[src/rtl/pipeline_hazard_ctrl.sv]
// Stall/flush sequencer for the 5-stage pipeline: load-use stalls, taken-branch squash,
// memory-not-ready freeze with a watchdog that latches a sticky error.
module pipeline_hazard_ctrl #(
  parameter int CNT_W       = 16,
  parameter int MEM_TIMEOUT = 64
) (
  input  logic             clk,
  input  logic             reset,
  input  logic [4:0]       rn_id,
  input  logic [4:0]       rm_id,
  input  logic [4:0]       rd_id,
  input  logic             uses_rn_id,
  input  logic             uses_rm_id,
  input  logic             uses_rd_id,
  input  logic [4:0]       rd_ex,
  input  logic             memread_ex,
  input  logic             branch_taken_ex,
  input  logic             mem_req_mem,
  input  logic             mem_ready,
  output logic             pc_en,
  output logic             ifid_en,
  output logic             idex_en,
  output logic             exmem_en,
  output logic             ifid_flush,
  output logic             idex_flush,
  output logic             memwb_bubble,
  output logic             mem_err,
  output logic [CNT_W-1:0] stall_cnt,
  output logic [CNT_W-1:0] flush_cnt
);

  typedef enum logic {S_RUN = 1'b0, S_ERR = 1'b1} state_t;

  localparam logic [15:0] LP_WAIT_LAST = 16'(MEM_TIMEOUT - 1);

  state_t           r_state;
  logic [15:0]      r_wait_cnt;
  logic [CNT_W-1:0] r_stall_cnt;
  logic [CNT_W-1:0] r_flush_cnt;

  logic w_freeze;
  logic w_lu;
  logic w_stall_inc;
  logic w_flush_inc;

  function automatic logic [CNT_W-1:0] sat_inc(input logic [CNT_W-1:0] v);
    return (&v) ? v : v + 1'b1;
  endfunction

  assign w_freeze = mem_req_mem & ~mem_ready;
  // XZR (X31) is never a real producer, so it can never cause a load-use stall.
  assign w_lu = memread_ex & (rd_ex != 5'd31) &
                ((uses_rn_id & (rn_id == rd_ex)) |
                 (uses_rm_id & (rm_id == rd_ex)) |
                 (uses_rd_id & (rd_id == rd_ex)));

  assign w_stall_inc = (r_state == S_RUN) & (w_freeze | (~branch_taken_ex & w_lu));
  assign w_flush_inc = (r_state == S_RUN) & ~w_freeze & branch_taken_ex;

  always_comb begin
    pc_en        = 1'b1;
    ifid_en      = 1'b1;
    idex_en      = 1'b1;
    exmem_en     = 1'b1;
    ifid_flush   = 1'b0;
    idex_flush   = 1'b0;
    memwb_bubble = 1'b0;
    if (!reset) begin
      if ((r_state == S_ERR) || w_freeze) begin
        pc_en        = 1'b0;
        ifid_en      = 1'b0;
        idex_en      = 1'b0;
        exmem_en     = 1'b0;
        memwb_bubble = 1'b1;
      end else if (branch_taken_ex) begin
        ifid_flush = 1'b1;
        idex_flush = 1'b1;
      end else if (w_lu) begin
        pc_en      = 1'b0;
        ifid_en    = 1'b0;
        idex_flush = 1'b1;
      end
    end
  end

  always_ff @(posedge clk) begin
    if (reset) begin
      r_state     <= S_RUN;
      r_wait_cnt  <= 16'd0;
      r_stall_cnt <= '0;
      r_flush_cnt <= '0;
    end else if (r_state == S_RUN) begin
      if (w_freeze) begin
        r_wait_cnt <= r_wait_cnt + 16'd1;
        if (r_wait_cnt == LP_WAIT_LAST) r_state <= S_ERR;
      end else begin
        r_wait_cnt <= 16'd0;
      end
      if (w_stall_inc) r_stall_cnt <= sat_inc(r_stall_cnt);
      if (w_flush_inc) r_flush_cnt <= sat_inc(r_flush_cnt);
    end
  end

  assign mem_err   = (r_state == S_ERR);
  assign stall_cnt = r_stall_cnt;
  assign flush_cnt = r_flush_cnt;

endmodule
[config.mk]
export PLATFORM = sky130hd
export DESIGN_NAME = pipeline_hazard_ctrl
export DESIGN_NICKNAME = d
export VERILOG_FILES = /design/src/rtl/pipeline_hazard_ctrl.sv
export SDC_FILE = /design/constraint.sdc
export NUM_CORES = 1
export LEC_CHECK = 0
export CELL_PAD_IN_SITES_DETAIL_PLACEMENT = 1
export CELL_PAD_IN_SITES_GLOBAL_PLACEMENT = 1
export CORE_ASPECT_RATIO = 1.75
export CORE_UTILIZATION = 33
export CTS_BUF_LIST = sky130_fd_sc_hd__clkbuf_8
export DETAILED_ROUTE_END_ITERATION = 12
export PLACE_DENSITY = 0.79
export SLEW_MARGIN = 20
export SYNTH_ARGS = -nofsm -noshare
export SYNTH_HDL_FRONTEND = slang
export SYNTH_SLANG_ARGS = --single-unit
export TNS_END_PERCENT = 30
[constraint.sdc]
create_clock -name clk -period 2.85 [get_ports clk]
set_input_delay 0.855 -clock clk [delete_from_list [all_inputs] [get_ports clk]]
set_output_delay 0.855 -clock clk [all_outputs]
set_load 0.05 [all_outputs]
==> results by group <==
Floorplan
  – Initial Util: about 34%
  – Core Rows: 42
  – Placeable Area: between 0.007 and 0.008 mm2
  – Die Area: roughly 0.0083 mm2
  – Die height: 120 um
  – I/O pins: 69
  – Die Wd: roughly 69 um

Yosys
  – #FFs+latches synth: 49
  – Post-synth EDFFs: 0
  – Sequential element share of the synthesized area: between 30 and 40%
  – Syn Std Cell Area: approximately 0.0026 mm2
  – Gate count after technology mapping: between 300 and 400
  – Yosys cell types: 42
  – Avg Cell Area, Syn: between 8 and 9 um2
  – Ys flop type: dfxtp_1
  – FFs w/ async S/R, synth: 0%
  – Yosys warning count: 0
  – Synth Net Count: 346

Placement
  – Gpl congestion: between 0.8 and 0.9
  – Placed Cells: ~470
  – PortBufs: 68
  – Post-DP HPWL: around 5600 um

Global route
  – Vias in the first global route: between 2000 and 3000
  – Largest net degree at the start of global routing: 42
  – First-pass GRT wire length: roughly 13000 um
  – Antenna violations before repair: 1
  – GRT Residual Overflow: 0
  – GRT Overall Usage: between 10% and 20%

Drt
  – WL final: about 7500 um
  – Drt wl/cell: about 16 um
  – DR pass1 iterations: 4
  – Post-route DRC: 0
  – First DRT Iteration DRCs: a little over 80
  – Vias: 2538
  – Routed Antenna Nets: 0
  – Detail-routed via count per cell: between 5 and 6

Layout
  – Share of cells above drive strength 1: roughly 20%
  – FILL cells: 901
  – Area delta synth->final: 42.9%
  – Final Util: 49.2%
  – Finished Layout Cells: 479
  – Nets: 421

Hold path
  – Hold Path Class: flop to flop
  – Hold depth: 2

Clocking
  – Worst skew pair latency: ~0.30 ns
  – Clock root cell: clkbuf_8
  – Clock-pin slew on the worst setup and hold paths: around 0.09 ns
  – CTS Hold Buffers Added: 0
  – Number of CTS-inserted buffers: 5
  – Clock Sinks: 49
  – Clock Tree Buf Depth: 2
  – CTS tree: done
  – H-tree depth: 2

Setup path
  – Slowest-stage cell, CP: clkdlybuf4s50_1
  – Reg2Reg Depth: 7
  – Crit. path cell count: 7
  – Critical-path cell list: clkdlybuf4s50_1, nand2_2, o22ai_2, a31o_2, nand2_1, a21o_4, buf_12
  – Worst Path Required: 2.00 ns
  – Critical path peak fanout: 2
  – Crit. End Element: output pin
  – Largest stage delay, worst path: ~0.47 ns
  – Critical Path AT: roughly 2.2 ns
  – Worst path buffer plus inverter count: 2
  – Crit path max-delay family: buffers and inverters
  – Crit path launch type: input port
  – CP Class: input port to output pin

STA
  – Period minus WS final: 3.04 ns
  – WHS: just over 0.5 ns
  – Period utilisation layout: 107%
  – Hold Fails Final Rpt: 0
  – Max Slew Vio Count: 0
  – Max Freq: 329 MHz
  – Slew headroom: between 40% and 50%
  – Clock skew after layout: about 0.0087 ns
  – Final setup viols: 3
  – Post-route setup slack: -0.192 ns
  – Slew @ Worst Pin: ~0.86 ns
  – RSZ-0062 raised after global routing: yes

Power and ir drop
  – Maximum vdd drop: approximately 240 uV
  – P_int: a little under 0.001 W
  – Switching share of power: 26.6%
  – Static leakage: about 1.4 nW
  – Cell Pwr Density: between 300 and 400 mW/mm2
  – Power share of the combinational group: approximately 16%
  – Sequential Power Share: a little over half
  – Switching power: roughly 0.00035 W
  – Clock share of power: between 30% and 40%

Run status
  – Violated checks: negative setup slack
  – Status: finished with violations

Run
  – Max-cap violations: 0
-- flip-flops by register name, summed over array words and instances, names as in the netlist --
register	flops
flush_cnt	16
r_wait_cnt	16
stall_cnt	16
mem_err	1
-- synth_stat cells (2+ instances only) --
library cell / count / area share, %
a31oi_1: 2 / 0.48
a41o_1: 2 / 0.76
and3_1: 8 / 1.9
buf_1: 3 / 0.43
nor3_2: 2 / 0.76
and4_1: 3 / 1.0
nor4_1: 5 / 1.2
nor2b_1: 11 / 2.6
clkbuf_1: 10 / 1.4
or4_1: 5 / 1.4
nor3_1: 7 / 1.3
a21oi_1: 12 / 2.3
nor4b_1: 3 / 1.0
mux2_2: 9 / 3.9
o21ai_0: 8 / 1.5
xnor2_1: 27 / 9.0
and2_1: 3 / 0.72
or3_1: 8 / 1.9
or3b_1: 2 / 0.67
buf_4: 2 / 0.57
nor2_1: 48 / 6.9
nand4_1: 7 / 1.7
buf_2: 5 / 0.95
o31ai_1: 3 / 0.86
inv_1: 5 / 0.72
nand2_1: 16 / 2.3
dfxtp_1: 49 / 37
ha_1: 3 / 1.4
xor2_1: 15 / 5.0
nand3_1: 19 / 3.6
-- layout make-up --
class	count	area, um2	area share (%)
Clock inverter	3	13.8	0.367
Sequential cell	49	981	26.2
Multi-Input combinational cell	239	1660	44.3
Inverter	5	22.5	0.601
Clock buffer	5	68.8	1.84
Timing Repair Buffer	89	891	23.8
Antenna cell	1	2.50	0.0668
Tap cell	88	110	2.94
-- worst reg2reg max path: stages, from the launching register on --
cell and delay (ns):
dfxtp_1 0.37, buf_4 0.19, or3b_4 0.40, buf_4 0.17, or4_1 0.66, nor2_1 0.18
xnor2_1 0.15, nor2_1 0.06
-- worst paths after layout --
| kind | from | end | slack [ns] |
|---|---|---|---|
| worst min register to register | stall_cnt[5] | stall_cnt[5] | 0.51 |
| worst max register to register | mem_err | flush_cnt[12] | 0.55 |
| worst max-delay path | uses_rn_id | pc_en | -0.19 |
| worst min-delay path | stall_cnt[5] | stall_cnt[5] | 0.51 |
-- logic make-up after synthesis --
family,Yosys count,share of synthesized area [%]
compound gates,31,7.11
xor+xnor,42,14.0
fa+ha+maj,3,1.43
buf+inv,26,4.53
flops,49,37.4
mux,10,4.24
simple gates,153,31.3
-- power by group through the flow --
stage                     registers, W  clock network (W)  logic (W)
after floorplan               0.000724                  0  0.0000839
after global placement        0.000711                  0   0.000193
after detailed placement      0.000711                  0   0.000199
after CTS                     0.000695           0.000423   0.000210
after global routing          0.000696           0.000441   0.000229
final                         0.000695           0.000399   0.000215
-- per-layer routing --
| metal | wire length [um] | vias to the layer above | global-route usage, % |
|---|---|---|---|
| met1 | 2900 | 1247 | 20.2 |
| met2 | 4230 | 47 | 35.9 |
| met4 | 207 | 0 | 8.29 |
| met3 | 156 | 16 | 1.93 |
| met5 | 0 | - | 0 |
| li1 | - | 1228 | - |
-- per-stage QoR --
step                      TNS [ns]  worst slack [ns]  total power (W)  instance area, um2
final                       -0.573            -0.192          0.00131                3750
after detailed placement    -12.27            -0.739         0.000910                3550
after CTS                   -0.618            -0.288          0.00133                3720
after floorplan             -0.877            -0.360         0.000808                2660
after global placement      -10.35            -0.652         0.000904                3550
after global routing        -0.836            -0.291          0.00137                3750
-- layout by cell type (no fill, tap or decap), types with 2 or more instances in the layout --
master | Yosys | final
nor3_2 | 2 | 2
ha_1 | 3 | 3
buf_12 | 0 | 7
xnor2_1 | 27 | 21
clkdlybuf4s15_1 | 0 | 7
and3_1 | 8 | 8
nand3_1 | 19 | 19
o21ai_0 | 8 | 8
or3_1 | 8 | 8
xor2_1 | 15 | 14
o31ai_1 | 3 | 3
mux2_2 | 9 | 9
a21oi_1 | 12 | 12
a41o_1 | 2 | 2
buf_6 | 1 | 7
nor4_1 | 5 | 3
or4_1 | 5 | 4
nor4_2 | 1 | 2
inv_1 | 5 | 5
nand4_1 | 7 | 7
nor2_1 | 48 | 47
nor4b_1 | 3 | 3
clkbuf_8 | 0 | 5
buf_2 | 5 | 4
buf_4 | 2 | 20
nor2b_1 | 11 | 10
xnor2_2 | 0 | 6
nor3_1 | 7 | 7
clkinv_2 | 0 | 2
dfxtp_1 | 49 | 49
clkdlybuf4s50_1 | 0 | 37
and4_1 | 3 | 3
nand2_1 | 16 | 15
and2_1 | 3 | 3
dlygate4sd2_1 | 0 | 7
-- repair_timing --
action                                 CTS  global route
resized for setup                       83             6
setup endpoints to repair               22             5
buffers inserted                         1             1
endpoints found under the hold margin    0             0
pin swaps                               25             7
Power figures use the tool's default switching activity.
